## config.mk

```make
export PLATFORM = sky130hd
export DESIGN_NAME = window_gen_flat
export DESIGN_NICKNAME = d
export VERILOG_FILES = /design/src/rtl/window_gen_pkg.sv /design/src/rtl/window_gen_if.sv /design/src/rtl/window_gen_line_buffer.sv /design/src/rtl/window_gen.sv /design/src/flat_wrapper.sv
export SDC_FILE = /design/constraint.sdc
export NUM_CORES = 1
export LEC_CHECK = 0
export ABC_CLOCK_PERIOD_IN_PS = 44400
export BUFFER_PORTS_ARGS = -buffer_cell sky130_fd_sc_hd__buf_2
export CAP_MARGIN = 20
export CORE_MARGIN = 5
export CORE_UTILIZATION = 40
export CTS_CLUSTER_SIZE = 20
export DETAILED_ROUTE_END_ITERATION = 6
export GPL_ROUTABILITY_DRIVEN = 1
export GPL_TIMING_DRIVEN = 0
export PLACE_DENSITY_LB_ADDON = 0.2
export REMOVE_ABC_BUFFERS = 1
export SLEW_MARGIN = 20
export SYNTH_ARGS = -nofsm -noshare
export SYNTH_HDL_FRONTEND = slang
export SYNTH_SLANG_ARGS = --single-unit
```

## constraint.sdc

```tcl
create_clock -name clk -period 44.4 [get_ports clk]
set_input_delay 2.22 -clock clk [delete_from_list [all_inputs] [get_ports clk]]
set_output_delay 2.22 -clock clk [all_outputs]
set_load 0.05 [all_outputs]
```

## src/rtl/window_gen_pkg.sv

```systemverilog
// Shared types and helpers for the window_gen slice: FSM state encoding,
// window column indices and the window-count width helper.
package window_gen_pkg;

    typedef enum logic [1:0] {
        IDLE   = 2'd0,
        ACTIVE = 2'd1,
        DONE   = 2'd2
    } state_t;

    // Column slots inside each window row; COL_OLD sits in the MSBs of a row bus.
    localparam int COL_OLD = 2;
    localparam int COL_MID = 1;
    localparam int COL_NEW = 0;

    // Bits needed to count every window of an img_h x img_w frame, inclusive.
    function automatic int cnt_width(input int img_h, input int img_w);
        return $clog2((img_h - 2) * (img_w - 2) + 1);
    endfunction

endpackage

```

## src/rtl/window_gen_if.sv

```systemverilog
// Pixel-in / window-out bus of window_gen. The window counter port exists
// only when WINDOW_GEN_WIN_CNT_EN is defined.
interface window_gen_if #(
    parameter int WIDTH = 8
`ifdef WINDOW_GEN_WIN_CNT_EN
  , parameter int CNT_W = window_gen_pkg::cnt_width(28, 28)
`endif
);
    import window_gen_pkg::*;

    logic [WIDTH-1:0]   in_data;
    logic               in_vld;
    logic               in_rdy;
    logic [3*WIDTH-1:0] activate2;
    logic [3*WIDTH-1:0] activate1;
    logic [3*WIDTH-1:0] activate0;
    logic               out_update;
    logic               out_frame_done;
`ifdef WINDOW_GEN_WIN_CNT_EN
    logic [CNT_W-1:0]   out_win_cnt;
`endif

    // Upstream feeder / downstream consumer view.
    modport master (
        output in_data, in_vld,
        input  in_rdy, activate2, activate1, activate0, out_update, out_frame_done
`ifdef WINDOW_GEN_WIN_CNT_EN
      , input  out_win_cnt
`endif
    );

    // The window generator itself.
    modport slave (
        input  in_data, in_vld,
        output in_rdy, activate2, activate1, activate0, out_update, out_frame_done
`ifdef WINDOW_GEN_WIN_CNT_EN
      , output out_win_cnt
`endif
    );

endinterface

```

## src/rtl/window_gen_line_buffer.sv

```systemverilog
// Single-row delay line: dout is the pixel written DEPTH enabled shifts ago.
// Contents are deliberately not reset; the window logic never exposes them
// before they have been refilled with pixels of the current frame.
module line_buffer #(
    parameter int WIDTH = 8,
    parameter int DEPTH = 28
) (
    input  logic             clk,
    input  logic             en,
    input  logic [WIDTH-1:0] din,
    output logic [WIDTH-1:0] dout
);

    logic [DEPTH-1:0][WIDTH-1:0] mem;

    // Shift one pixel in per accepted handshake.
    always_ff @(posedge clk) begin
        if (en) mem <= {mem[DEPTH-2:0], din};
    end

    assign dout = mem[DEPTH-1];

endmodule

```

## src/rtl/window_gen.sv

```systemverilog
// 3x3 sliding-window generator for a raster pixel stream (stride 1, no pad).
// Two line buffers delay rows r-1 and r-2; a 3x3 shift window is updated on
// every handshake and copied to the activate* buses (latency 1) whenever it
// holds a complete window (row >= 2, col >= 2).
// Optional: WINDOW_GEN_WIN_CNT_EN adds out_win_cnt (windows in this frame).
module window_gen
    import window_gen_pkg::*;
#(
    parameter int WIDTH = 8,
    parameter int IMG_W = 28,
    parameter int IMG_H = 28
) (
    input  logic         clk,
    input  logic         rst,
    window_gen_if.slave  bus
);

    localparam int CW = $clog2(IMG_W);
    localparam int RW = $clog2(IMG_H);

    state_t                       state, state_nxt;
    logic [CW-1:0]                col;
    logic [RW-1:0]                row;
    logic                         hs, last_px, win_fire;
    logic                         in_rdy_c, frame_done_c;
    logic                         upd_q;
    logic [WIDTH-1:0]             lb1_out, lb0_out;
    logic [2:0][WIDTH-1:0]        tap;
    logic [2:0][2:0][WIDTH-1:0]   win, win_nxt, act;

    assign hs       = bus.in_vld & in_rdy_c;
    assign last_px  = (row == RW'(IMG_H - 1)) && (col == CW'(IMG_W - 1));
    // Col >= 2 also keeps columns of the previous row out of the first windows.
    assign win_fire = hs && (row >= RW'(2)) && (col >= CW'(2));

    // Row r-1 and row r-2 delay lines, chained.
    line_buffer #(.WIDTH(WIDTH), .DEPTH(IMG_W)) u_lb1 (
        .clk  (clk),
        .en   (hs),
        .din  (bus.in_data),
        .dout (lb1_out)
    );

    line_buffer #(.WIDTH(WIDTH), .DEPTH(IMG_W)) u_lb0 (
        .clk  (clk),
        .en   (hs),
        .din  (lb1_out),
        .dout (lb0_out)
    );

    // Newest column entering each window row: bottom, middle, top.
    assign tap[0] = bus.in_data;
    assign tap[1] = lb1_out;
    assign tap[2] = lb0_out;

    for (genvar r = 0; r < 3; r++) begin : g_row
        assign win_nxt[r][COL_OLD] = win[r][COL_MID];
        assign win_nxt[r][COL_MID] = win[r][COL_NEW];
        assign win_nxt[r][COL_NEW] = tap[r];
    end

    // State register.
    always_ff @(posedge clk or posedge rst) begin
        if (rst) state <= IDLE;
        else     state <= state_nxt;
    end

    // Next-state logic: one frame per IDLE->ACTIVE->DONE pass.
    always_comb begin
        state_nxt = state;
        case (state)
            IDLE:    if (hs) state_nxt = ACTIVE;
            ACTIVE:  if (hs && last_px) state_nxt = DONE;
            DONE:    state_nxt = IDLE;
            default: state_nxt = IDLE;
        endcase
    end

    // FSM outputs: stall input for the single DONE cycle and while in reset.
    always_comb begin
        in_rdy_c     = !rst && (state != DONE);
        frame_done_c = (state == DONE);
    end

    // Raster position of the next pixel to be accepted.
    always_ff @(posedge clk or posedge rst) begin
        if (rst) begin
            col <= '0;
            row <= '0;
        end else if (state == DONE) begin
            col <= '0;
            row <= '0;
        end else if (hs) begin
            if (col == CW'(IMG_W - 1)) begin
                col <= '0;
                row <= (row == RW'(IMG_H - 1)) ? '0 : row + RW'(1);
            end else begin
                col <= col + CW'(1);
            end
        end
    end

    // 3x3 shift window, moves one column left per handshake.
    always_ff @(posedge clk or posedge rst) begin
        if (rst)     win <= '0;
        else if (hs) win <= win_nxt;
    end

    // Presented window and its strobe; buses hold between windows.
    always_ff @(posedge clk or posedge rst) begin
        if (rst) begin
            act   <= '0;
            upd_q <= 1'b0;
        end else begin
            upd_q <= win_fire;
            if (win_fire) act <= win_nxt;
        end
    end

    assign bus.in_rdy         = in_rdy_c;
    assign bus.out_frame_done = frame_done_c;
    assign bus.out_update     = upd_q;
    assign bus.activate2      = act[2];
    assign bus.activate1      = act[1];
    assign bus.activate0      = act[0];

`ifdef WINDOW_GEN_WIN_CNT_EN
    logic [cnt_width(IMG_H, IMG_W)-1:0] win_cnt;

    // Windows emitted this frame; counts with the strobe, cleared leaving DONE.
    always_ff @(posedge clk or posedge rst) begin
        if (rst)                 win_cnt <= '0;
        else if (state == DONE)  win_cnt <= '0;
        else if (win_fire)       win_cnt <= win_cnt + 1'b1;
    end

    assign bus.out_win_cnt = win_cnt;
`endif

endmodule

```

## src/flat_wrapper.sv

```systemverilog
// flat-port wrapper written by rule: the top's interface ports become plain ports
module window_gen_flat import window_gen_pkg::*;
#(
    parameter int WIDTH = 8,
    parameter int IMG_W = 28,
    parameter int IMG_H = 28
)
  (clk, rst, bus_in_data, bus_in_vld, bus_in_rdy, bus_activate2, bus_activate1, bus_activate0, bus_out_update, bus_out_frame_done);
  window_gen_if #(.WIDTH(WIDTH)) bus_i ();
  input  logic clk;
  input  logic rst;
  input wire logic [$bits(bus_i.in_data)-1:0] bus_in_data;
  input wire logic [$bits(bus_i.in_vld)-1:0] bus_in_vld;
  output wire logic [$bits(bus_i.in_rdy)-1:0] bus_in_rdy;
  output wire logic [$bits(bus_i.activate2)-1:0] bus_activate2;
  output wire logic [$bits(bus_i.activate1)-1:0] bus_activate1;
  output wire logic [$bits(bus_i.activate0)-1:0] bus_activate0;
  output wire logic [$bits(bus_i.out_update)-1:0] bus_out_update;
  output wire logic [$bits(bus_i.out_frame_done)-1:0] bus_out_frame_done;
  assign bus_i.in_data = bus_in_data;
  assign bus_i.in_vld = bus_in_vld;
  assign bus_in_rdy = bus_i.in_rdy;
  assign bus_activate2 = bus_i.activate2;
  assign bus_activate1 = bus_i.activate1;
  assign bus_activate0 = bus_i.activate0;
  assign bus_out_update = bus_i.out_update;
  assign bus_out_frame_done = bus_i.out_frame_done;
  window_gen #(.WIDTH(WIDTH), .IMG_W(IMG_W), .IMG_H(IMG_H)) u_core (.clk(clk), .rst(rst), .bus(bus_i));
endmodule
```

# Word-level counts from Yosys, hierarchy flattened

Index checks and enable logic that the tools add are counted.

Register bits after elaboration: 581
Memories: 0
Bits in latches: 0
Input port bits: 11
Bits in read-only memories: 0
Logic and storage cells: 108
Memory bits (writable): 0
Output and inout port bits: 75

Equality and inequality tests: 7
Add/sub/neg operators: 2
$mul: 0
Reduce and logical (&&, ||, !) cells: 11
Shift operators: 0
Muxes and demuxes: 10
Bitwise operators: 1
Divide/modulo/power cells: 0
Magnitude comparators: 2

Operators by type and width:

| operator                                                                            | number |
|---|---|
| 5-bit 2-to-1 mux                                                                    | 7 |
| 5-bit by 1-bit adder with 5-bit output, second input constant                       | 2 |
| 5-bit == test, second input constant                                                | 2 |
| 5-bit by 2-bit greater-or-equal comparator with 1-bit output, second input constant | 2 |
| 1-bit logical AND                                                                   | 5 |
| 2-bit 2-to-1 mux                                                                    | 2 |
| 2-bit by 1-bit inequality test with 1-bit output, second input constant             | 2 |
| 2-bit one-hot mux with 2 select lines                                               | 1 |
| 2-bit AND reduction                                                                 | 2 |
| 2-bit nonzero test                                                                  | 2 |
| 2-bit by 1-bit == test with 1-bit output, second input constant                     | 1 |
| 2-bit == test, second input constant                                                | 1 |
| 2-bit zero test                                                                     | 1 |
| 2-bit inequality test, second input constant                                        | 1 |
| 1-bit AND                                                                           | 1 |
| 1-bit zero test                                                                     | 1 |

# Depth between registers and ports, before layout

Gate-level depths: netlist (run 1).

Depth in word-level cells: 6
Gate-level depth with buffers: 8
Mapped depth without buffers: 6

# Cells and area by module

From an unflattened synthesis (run 1), not the netlist that was laid out.

Cells, all modules: 891
Area, all modules: 19117.1 um^2

By module, submodules not included:

| module      | cells each | times used | area each (um^2) | sequential area each (um^2) |
|---|---|---|---|---|
| line_buffer | 232        | 2          | 6786.5           | 6726.5 |
| window_gen  | 427        | 1          | 5544.1           | 3328.2 |

# Least setup slack after synthesis (run 1)

No wires, ideal clock.

Path kind: input-to-reg
Start point: in bus_in_vld
End point: reg u_core.u_lb0.mem, in the netlist u_core.u_lb0.dout[0], enable pin
Cell stages on the path: 5
Path buffers: 2
Arrival: 14957 ps
Setup slack: 28454 ps
Path through: nor2b_1 > buf_2 > nand2_1 > clkinv_1 > clkbuf_1

Word-level cells in the longest chain between the ends: 1

Ends and longest elaborated chain:

| item                 | RTL line                     | source |
|---|---|---|
| start, declared      | flat_wrapper.sv:13           | `input wire logic [$bits(bus_i.in_vld)-1:0] bus_in_vld;` |
| 1-bit AND            | window_gen.sv:31             | `assign hs = bus.in_vld & in_rdy_c;` |
| via u_core.hs        | window_gen.sv:24             | `logic hs, last_px, win_fire;` |
| end signal, assigned | window_gen_line_buffer.sv:18 | `if (en) mem <= {mem[DEPTH-2:0], din};` |
| end, declared        | window_gen_line_buffer.sv:14 | `logic [DEPTH-1:0][WIDTH-1:0] mem;` |

The timed path passes the listed nets, and every way through them passes these cells.
A chain may end at the register's enable or synchronous reset.

# Worst setup path in the final report (run 1)

Start point: in rst
End point: reg u_core.act, in the netlist u_core.bus.activate1[10]

Word-level cells in the longest chain between the ends: 5

Ends and longest elaborated chain:

| item                             | RTL line           | source |
|---|---|---|
| start, declared                  | flat_wrapper.sv:11 | `input logic rst;` |
| 1-bit zero test (no source line) | -                  |  |
| 1-bit logical AND                | window_gen.sv:81   | `in_rdy_c = !rst && (state != DONE);` |
| 1-bit AND                        | window_gen.sv:31   |  |
| 1-bit logical AND (2 in series)  | window_gen.sv:34   | `assign win_fire = hs && (row >= RW'(2)) && (col >= CW'(2));` |
| end signal, assigned             | window_gen.sv:116  | `if (win_fire) act <= win_nxt;` |
| end, declared                    | window_gen.sv:29   | `logic [2:0][2:0][WIDTH-1:0] win, win_nxt, act;` |

No other way between the ends.

==> results of run 1 <==
[power by group]
part	internal, mW	total [mW]	switching (mW)
clock	0.304	0.501	0.197
sequential	0.610	0.620	0.00989
combinational	0.00761	0.0255	0.0179
[final cells by class]
type | instances | area [um2] | area share (%)
Clock buffer | 90 | 1735 | 7.780
Clock inverter | 24 | 275.3 | 1.234
Inverter | 5 | 31.28 | 0.1402
Multi-Input combinational cell | 273 | 1979 | 8.874
Sequential cell | 581 | 16780 | 75.23
Tap cell | 607 | 759.5 | 3.405
Timing Repair Buffer | 106 | 743.2 | 3.332
[routing by layer]
layer	GRT usage [%]	share of wire, %
met1	14.68	51
met2	13.23	41
met3	2.571	4.8
met4	4.425	3.2
met5	0	0
[Yosys cell counts]
cell,number,area share [%]
dfrtp_1,133,18
nor2_1,9,0.18
o31ai_1,1,0.040
nor4bb_1,1,0.053
o21ai_0,3,0.079
nor4b_1,1,0.046
or4_1,1,0.040
nand3_1,4,0.11
o41ai_1,1,0.046
edfxtp_1,448,71
clkinv_1,1,0.020
and4b_1,2,0.11
or2_2,1,0.033
buf_1,2,0.040
nand2_1,147,2.9
nand4_1,3,0.099
nand2b_1,2,0.066
inv_1,4,0.079
buf_12,7,0.74
nor3b_1,2,0.079
mux2_4,69,5.5
a31o_2,2,0.092
or3_1,1,0.033
a31oi_1,1,0.033
nor3_1,6,0.16
buf_2,1,0.026
nor2b_1,1,0.033
a21o_1,1,0.040
buf_6,1,0.059
clkbuf_1,10,0.20
a21oi_1,6,0.16
nand3b_1,1,0.040
ha_1,4,0.26
mux2_2,3,0.18
[worst max-delay path, delay by kind of cell]
family	cells	cell delay (ns)
buffers and inverters	7	1.58
muxes	1	0.31
and+or+nand+nor	3	1.53
[cells by family after synthesis]
group	Yosys count	share of synthesized area [%]
compound gates	15	0.4882
fa+ha+maj	4	0.2639
buf+inv	26	1.161
flops	581	88.47
mux	72	5.640
simple gates	182	3.978
[final timing paths]
kind | slack [ns] | end | startpoint | cells after the start
hold reg to reg | 0.41 | u_core.u_lb0.mem[32] | u_core.u_lb0.mem[24] | 0
setup reg to reg | 41.00 | u_core.bus.activate1[10] | u_core.state[0] | 10
setup / recovery | 39.22 | u_core.bus.activate1[10] | rst | 11
max in group asynchronous | 41.94 | u_core.bus.activate0[2] | rst | 3
hold / removal | 0.41 | u_core.u_lb0.mem[32] | u_core.u_lb0.mem[24] | 0
min in group asynchronous | 1.70 | u_core.row[1] | rst | 2
[registers in the layout, indices dropped and copies added, names as in the netlist, 2 cells and up]
signal	cells
u_core.state	2
u_core.col	5
u_core.u_lb1.mem	216
u_core.bus.activate1	24
u_core.bus.activate0	24
u_core.u_lb0.dout	8
u_core.bus.activate2	24
u_core.u_lb1.dout	8
u_core.row	5
u_core.u_lb0.mem	216
u_core.win	48
[placed cells by master (no fill, tap or decap), types with 9 or more instances in the layout]
cell type,netlist,routed
dfrtp_1,133,133
clkbuf_1,10,19
buf_2,1,85
edfxtp_1,448,448
nor2_1,9,9
clkbuf_16,0,61
mux2_4,69,69
nand2_1,147,146
buf_4,0,11
clkbuf_8,0,10
[stage by stage]
stage                     hold slack (ns)  utilization (%)  cells  setup slack (ns)
after global routing               0.4144            47.71   1686             39.04
final                              0.4097            47.71   1686             39.22
after detailed placement           0.4045            43.41   1572             38.56
after floorplan                    0.4003                -    859             28.36
after global placement             0.4021            42.67   1551             21.46
after CTS                          0.4074            47.71   1686             39.19
==> results_dict.tcl, run 1 <==
set metrics [dict create \
    diodes 0 \
    cp_max_fo 31 \
    initial_utilization_pct 40.57 \
    dpl_cell_area_um2 20290 \
    yosysWarnings 0 \
    ant_nets 0 \
    cts_tree "built" \
    drt_iter0_drc 495 \
    antenna_found_initial 1 \
    worstSetupEndpointType "flop" \
    rsz0062_at_grt "false" \
    status "finished clean" \
    grt.total_usage_pct 9.719 \
    cp_slowest_cell "nor3_2" \
    grt_remaining_overflow 0 \
    cp_common_cell "buf_4" \
    maxSlewHeadroom_pct 49.07 \
    io_buffers 85 \
    tightest_slew_ns 0.7598 \
    finalHoldViolCount 0 \
    finalSetupViolCount 0 \
    ys_ff_latch 581 \
    postRouteWirelength_um 25700 \
    grt_max_degree 93 \
    core_um2 46750 \
    synth-seq-area-share_pct 88.47 \
    tns_ns 0 \
    min_period_ns 5.183 \
    power.density_nw_per_um2 51.36 \
    die_w_um 227.8 \
    area_growth_pct 17.59 \
    clock_skew_ns 0.01625 \
    maxSlewViolCount 0 \
    synth.distinct_cells 34 \
    root_buffer "clkbuf_16" \
    dr.pass1.iters 4 \
    routed_via_density 4.541 \
    wl_per_cell_um 15.24 \
    slowest_delay_ns 0.66 \
    max_freq_ghz 0.1929 \
    num_vias 7656 \
    design.die.area_um2 51870 \
    post_cts_buffers 0 \
    report.power.total_mw 1.146 \
    clk-insertion-delay-late_ns 0.59 \
    path_clk_slew_ns 0.06 \
    min_path_type "flop to flop" \
    h-tree-depth 2 \
    syn_area_per_cell_um2 21.55 \
    die_y_um 227.8 \
    crit_chain "buf_2 > nor2b_1 > nand2_4 > buf_12 > nor3_2 > buf_4 > buf_4 > buf_4 > buf_4 > buf_4 > mux2_4" \
    hold_buffers 0 \
    fin_area_um2 22310 \
    cp_data_arrival_time_ns 5.66 \
    cp-start-kind "primary input" \
    gp_congestion 0.6542 \
    p_leak_nw 8.460 \
    clockBufferDepth 3 \
    vdd_drop_max_mv 0.02566 \
    maxCapViolCount 0 \
    syn_inst 880 \
    remaining_drc_errors 0 \
    final_nets 1042 \
    required_ns 44.88 \
    cts_sinks 581 \
    rows 79 \
    fillers 3903 \
    cts_resized 0 \
    critical_path_class "primary input to flop" \
    hpwl_um 13280 \
    drive_above_1_share_pct 25.30 \
    finalCritPeriodShare_pct 11.67 \
    grt_pass1_vias 7817 \
    ios 86 \
    numCtsBuffers 60 \
    synth.cell_area_um2 18970 \
    grt_pass1_wl_um 41750 \
]
(Power assumes the default switching activity.)
==> run 2: changes to the inputs <==
--- a/config.mk
+++ b/config.mk
@@ -5,7 +5,7 @@
 export SDC_FILE = /design/constraint.sdc
 export NUM_CORES = 1
 export LEC_CHECK = 0
-export ABC_CLOCK_PERIOD_IN_PS = 44400
+export ABC_CLOCK_PERIOD_IN_PS = 4500
 export BUFFER_PORTS_ARGS = -buffer_cell sky130_fd_sc_hd__buf_2
 export CAP_MARGIN = 20
 export CORE_MARGIN = 5
==> constraint.sdc (replaced) <==
create_clock -name clk -period 4.5 [get_ports clk]
set_input_delay 0.225 -clock clk [delete_from_list [all_inputs] [get_ports clk]]
set_output_delay 0.225 -clock clk [all_outputs]
set_load 0.05 [all_outputs]
==> run 2 against run 1 <==
Compared with the run above: sequential power grew to 9.9 times the previous value; total power grew to 9.9 times the previous value; worst hold slack worse by 0.33 ns; global-route usage about the same; design area increased by 0.40%; register-to-register slack got worse by 40 ns; clock skew grew 0.0013 ns; clock-buffer cell count unchanged; worst setup slack worse by 38 ns; combinational power grew to 10 times the previous value; clock power rose to 9.9 times the previous value; critical path type unchanged; largest cell class unchanged.
==> results_dict.tcl, run 2 (synthesis results as in run 1) <==
set metrics [dict create \
    grt_max_degree 93 \
    hpwl_um 13280 \
    maxSlewViolCount 0 \
    dpl_cell_area_um2 20290 \
    postRouteWirelength_um 25880 \
    required_ns 4.98 \
    io_buffers 85 \
    initial_utilization_pct 40.57 \
    clock_power_share_pct 43.7 \
    critical_path_class "primary input to flop" \
    max_freq_ghz 0.2654 \
    switching_share_pct 19.62 \
    rsz0062_at_grt "false" \
    clockBufferDepth 3 \
    reg2reg_depth 10 \
    report.power.total_mw 11.31 \
    rows 79 \
    power.density_nw_per_um2 505.2 \
    num_vias 7716 \
    min_path_type "primary input to flop" \
    drive_above_1_share_pct 25.09 \
    power_frac_seq_pct 54.0 \
    status "finished clean" \
    final_nets 1051 \
    die_w_um 227.8 \
    tns_ns 0 \
    final_cell_mix "448 x edfxtp_1, 146 x nand2_1, 133 x dfrtp_1" \
    wl_per_cell_um 15.27 \
    cts_tree "built" \
    finalCritPeriodShare_pct 83.73 \
    switching_power_mw 2.219 \
    maxSlewHeadroom_pct 47.36 \
    clk-insertion-delay-late_ns 0.59 \
    ant_nets 0 \
    dr.pass1.iters 4 \
    path_clk_slew_ns 0.06 \
    finalSetupViolCount 0 \
    drt_iter0_drc 494 \
    min_period_ns 3.768 \
    grt_remaining_overflow 0 \
    internal-power_mw 9.094 \
    grt_pass1_wl_um 41890 \
    holdWs_ns 0.07574 \
    final_common_cell "edfxtp_1" \
    diodes 0 \
    cp_max_fo 31 \
    top_regs "u_core.u_lb0.mem x216, u_core.u_lb1.mem x216, u_core.win x48" \
    fin_area_um2 22400 \
    utilization_pct 47.90 \
    clock_skew_ns 0.01756 \
    combPwrFrac_pct 2.3 \
    core_um2 46750 \
    p_leak_nw 8.498 \
    finalHoldViolCount 0 \
    root_buffer "clkbuf_16" \
    ios 86 \
    grt.total_usage_pct 9.746 \
    area_growth_pct 18.07 \
    hold_depth 4 \
    post_cts_buffers 0 \
    antenna_found_initial 1 \
    cts_sinks 581 \
    h-tree-depth 2 \
    worstSetupEndpointType "flop" \
    routed_via_density 4.552 \
    maxCapViolCount 0 \
    remaining_drc_errors 0 \
    vdd_drop_max_mv 0.2533 \
    tightest_slew_ns 0.7853 \
    numCtsBuffers 60 \
    die_y_um 227.8 \
    gp_congestion 0.6542 \
    cp_data_arrival_time_ns 4.24 \
    cp-start-kind "primary input" \
    design.die.area_um2 51870 \
    grt_pass1_vias 7851 \
]
-- run 2: what timing repair did --
item,in CTS,in global routing
gates resized for setup,0,0
endpoints found under the hold margin,89,0
hold buffers,9,0
-- run 2: path summary, 6_finish.rpt --
check | start | endpoint | slack, ns
max | rst | u_core.bus.activate1[10] | 0.73
min | bus_in_vld | u_core.col[2] | 0.08
max reg2reg | u_core.state[0] | u_core.bus.activate1[10] | 1.07
min reg2reg | u_core.u_lb0.mem[24] | u_core.u_lb0.mem[32] | 0.41
max in group asynchronous | rst | u_core.bus.activate0[21] | 3.48
min in group asynchronous | rst | u_core.row[1] | 0.26
-- run 2: power groups by stage --
stage	registers, mW	clock network (mW)	logic, mW
2_1_floorplan	6.27	0	0.188
3_3_place_gp	6.32	0	0.248
3_5_place_dp	6.22	0	0.263
4_1_cts	6.11	5.15	0.270
5_1_grt	6.13	5.35	0.300
6_report	6.11	4.94	0.258
-- run 2: critical path: stages --
cell           delay, ns
dlygate4sd3_1       0.53
buf_2               0.17
nor2b_1             0.52
nand2_4             0.35
buf_12              0.30
nor3_2              0.68
buf_4               0.34
buf_4               0.22
buf_4               0.20
buf_4               0.18
buf_4               0.19
mux2_4              0.31
-- run 2: stage by stage --
stage | std cells | setup slack (ns)
CTS | 1695 | 0.7369
finish | 1695 | 0.7322
floorplan | 859 | -9.697
global placement | 1551 | -16.48
global route | 1695 | 0.5616
detailed placement | 1572 | 0.6564
-- run 2: final cells by class --
type                    count  area, um2
clock inverters            24      275.3
well taps                 607      759.5
inverters                   5      31.28
clock buffers              90       1735
repair buffers            115      833.3
multi-input cells         273       1979
fillers                  3897      24360
flip-flops and latches    581      16780
-- run 2: routing by layer --
metal / share of wire [%] / vias up / track usage, % / wire length, um
met4: 3.2 / 0 / 4.425 / 826
met3: 4.7 / 64 / 2.559 / 1210
met1: 51 / 3911 / 14.72 / 13240
met2: 41 / 141 / 13.29 / 10600
li1: - / 3600 / - / -
met5: 0 / - / 0 / 0
==> run 3: changes to the inputs <==
--- a/config.mk
+++ b/config.mk
@@ -5,7 +5,7 @@
 export SDC_FILE = /design/constraint.sdc
 export NUM_CORES = 1
 export LEC_CHECK = 0
-export ABC_CLOCK_PERIOD_IN_PS = 4500
+export ABC_CLOCK_PERIOD_IN_PS = 3400
 export BUFFER_PORTS_ARGS = -buffer_cell sky130_fd_sc_hd__buf_2
 export CAP_MARGIN = 20
 export CORE_MARGIN = 5
==> constraint.sdc (replaced) <==
create_clock -name clk -period 3.4 [get_ports clk]
set_input_delay 0.17 -clock clk [delete_from_list [all_inputs] [get_ports clk]]
set_output_delay 0.17 -clock clk [all_outputs]
set_load 0.05 [all_outputs]
==> run 3 against run 2 <==
Compared with the run above: first-iteration DRC count rose by 2.8%; global-route usage barely moved; sequential cell count unchanged; clock power increased by 32%; sequential power up 32%; register-to-register slack worse by 0.86 ns; sequential share of layout area is 0.13 points lower; core utilization rose by 0.083 points; non-clock buffer count is 3 higher; worst setup slack lost 0.52 ns; critical path type is now flop to flop; largest cell class unchanged.
==> results_dict.tcl, run 3 (synthesis results as in run 1) <==
set metrics [dict create \
    wl_per_cell_um 15.25 \
    num_vias 7706 \
    critical_path_class "flop to flop" \
    rr_startpoint "u_core.state[0]" \
    top_regs "u_core.u_lb0.mem x216, u_core.u_lb1.mem x216, u_core.win x48" \
    finalCritPeriodShare_pct 93.82 \
    dp.cells 1572 \
    reg2reg_depth 10 \
    max_freq_ghz 0.3135 \
    cts_tree "built" \
    numCtsBuffers 60 \
    hpwl_um 13280 \
    p_leak_nw 8.516 \
    vdd_drop_max_mv 0.3353 \
    routed_via_density 4.538 \
    worstSetupEndpointType "flop" \
    cp_slowest_cell "nor3_4" \
    fillers 3897 \
    grt_pass1_wl_um 41890 \
    rsz0062_at_grt "false" \
    dr.pass1.iters 4 \
    cp_max_fo 31 \
    core_um2 46750 \
    status "finished clean" \
    h-tree-depth 2 \
    clk-insertion-delay-late_ns 0.59 \
    post_cts_buffers 0 \
    drt_iter0_drc 508 \
    grt_remaining_overflow 0 \
    tightest_slew_ns 0.6153 \
    dr_wl_met3_um 1234 \
    clockBufferDepth 3 \
    drive_above_1_share_pct 25.02 \
    finalSetupViolCount 0 \
    cts_sinks 581 \
    final_cell_mix "448 x edfxtp_1, 146 x nand2_1, 133 x dfrtp_1" \
    maxSlewViolCount 0 \
    root_buffer "clkbuf_16" \
    remaining_drc_errors 0 \
    initial_utilization_pct 40.57 \
    grt_pass1_vias 7850 \
    tns_ns 0 \
    ios 86 \
    final_common_cell "edfxtp_1" \
    area_growth_pct 18.27 \
    routed-wl-met2_um 10530 \
    cp_common_cell "buf_4" \
    highest_layer "met4" \
    maxSlewHeadroom_pct 58.89 \
    required_ns 3.88 \
    antenna_found_initial 1 \
    report.power.total_mw 14.98 \
    cp-start-kind "flop" \
    stdcell_count 1698 \
    critical_path_cell_count 10 \
    grt_max_degree 93 \
    hold_depth 4 \
    cp_data_arrival_time_ns 3.67 \
    crit_chain "nand2b_1 > nand2_4 > buf_12 > nor3_4 > buf_4 > buf_4 > buf_4 > buf_4 > buf_4 > mux2_4" \
    final_nets 1054 \
    maxCapViolCount 0 \
    diodes 0 \
    slowest_delay_ns 0.47 \
    min_period_ns 3.190 \
    postRouteWirelength_um 25900 \
    design.die.area_um2 51870 \
    crit_path_start "u_core.state[0]" \
    crit_family "buffers and inverters" \
    rows 79 \
    die_w_um 227.8 \
    gp_congestion 0.6542 \
    grt.total_usage_pct 9.741 \
    ant_nets 0 \
    power.density_nw_per_um2 667.8 \
    min_path_type "primary input to flop" \
    clock_skew_ns 0.01736 \
    die_y_um 227.8 \
    critPathBufInv 6 \
    wirelength_met1_um 13300 \
    path_clk_slew_ns 0.06 \
    finalHoldViolCount 0 \
    io_buffers 85 \
    hp-start "rst" \
]
-- run 3: final cells by class --
type / instances / area, um2 / share of cell area [%]
multi-input cells: 273 / 1986 / 8.851
flip-flops and latches: 581 / 16780 / 74.80
inverters: 5 / 33.78 / 0.1506
well taps: 607 / 759.5 / 3.385
clock inverters: 24 / 275.3 / 1.227
clock buffers: 90 / 1735 / 7.736
repair buffers: 118 / 863.3 / 3.848
-- run 3: routing by layer --
layer	vias up	track usage [%]
met4	0	4.425
met5	-	0
li1	3598	-
met1	3899	14.76
met3	65	2.559
met2	144	13.22
-- run 3: worst paths after layout --
path	endpoint	slack, ns
max	u_core.bus.activate1[10]	0.21
min	u_core.col[2]	0.07
max reg2reg	u_core.bus.activate1[10]	0.21
min reg2reg	u_core.u_lb0.mem[32]	0.41
max in group asynchronous	u_core.bus.activate1[3]	2.35
min in group asynchronous	u_core.row[1]	0.29
-- run 3: repair_timing --
item	4_1_cts	5_1_grt
hold endpoints to repair	90	0
hold buffers	12	0
setup endpoints to repair	6	64
resized for setup	1	1
-- run 3: worst register-to-register path, stage by stage (launching register included) --
cell	delay, ns
dfrtp_1	0.39
nand2b_1	0.24
nand2_4	0.26
buf_12	0.30
nor3_4	0.48
buf_4	0.30
buf_4	0.23
buf_4	0.20
buf_4	0.18
buf_4	0.19
mux2_4	0.31
-- run 3: stage by stage --
stage	instance area (um2)	utilization, %	setup WS [ns]	hold slack (ns)
2_1_floorplan	18770	-	-10.80	0.2689
3_3_place_gp	19950	42.67	-17.58	0.3792
3_5_place_dp	20290	43.41	-0.3886	0.2997
4_1_cts	22430	47.98	0.08064	0.01503
5_1_grt	22430	47.98	0.004440	0.07772
6_report	22430	47.98	0.2100	0.07282
-- run 3: report_power, final --
part	switching (mW)	total [mW]	leakage, nW	internal [mW]
Combinational	0.241	0.349	1.72	0.109
Sequential	0.130	8.09	5.82	7.96
Clock	2.57	6.54	0.983	3.97
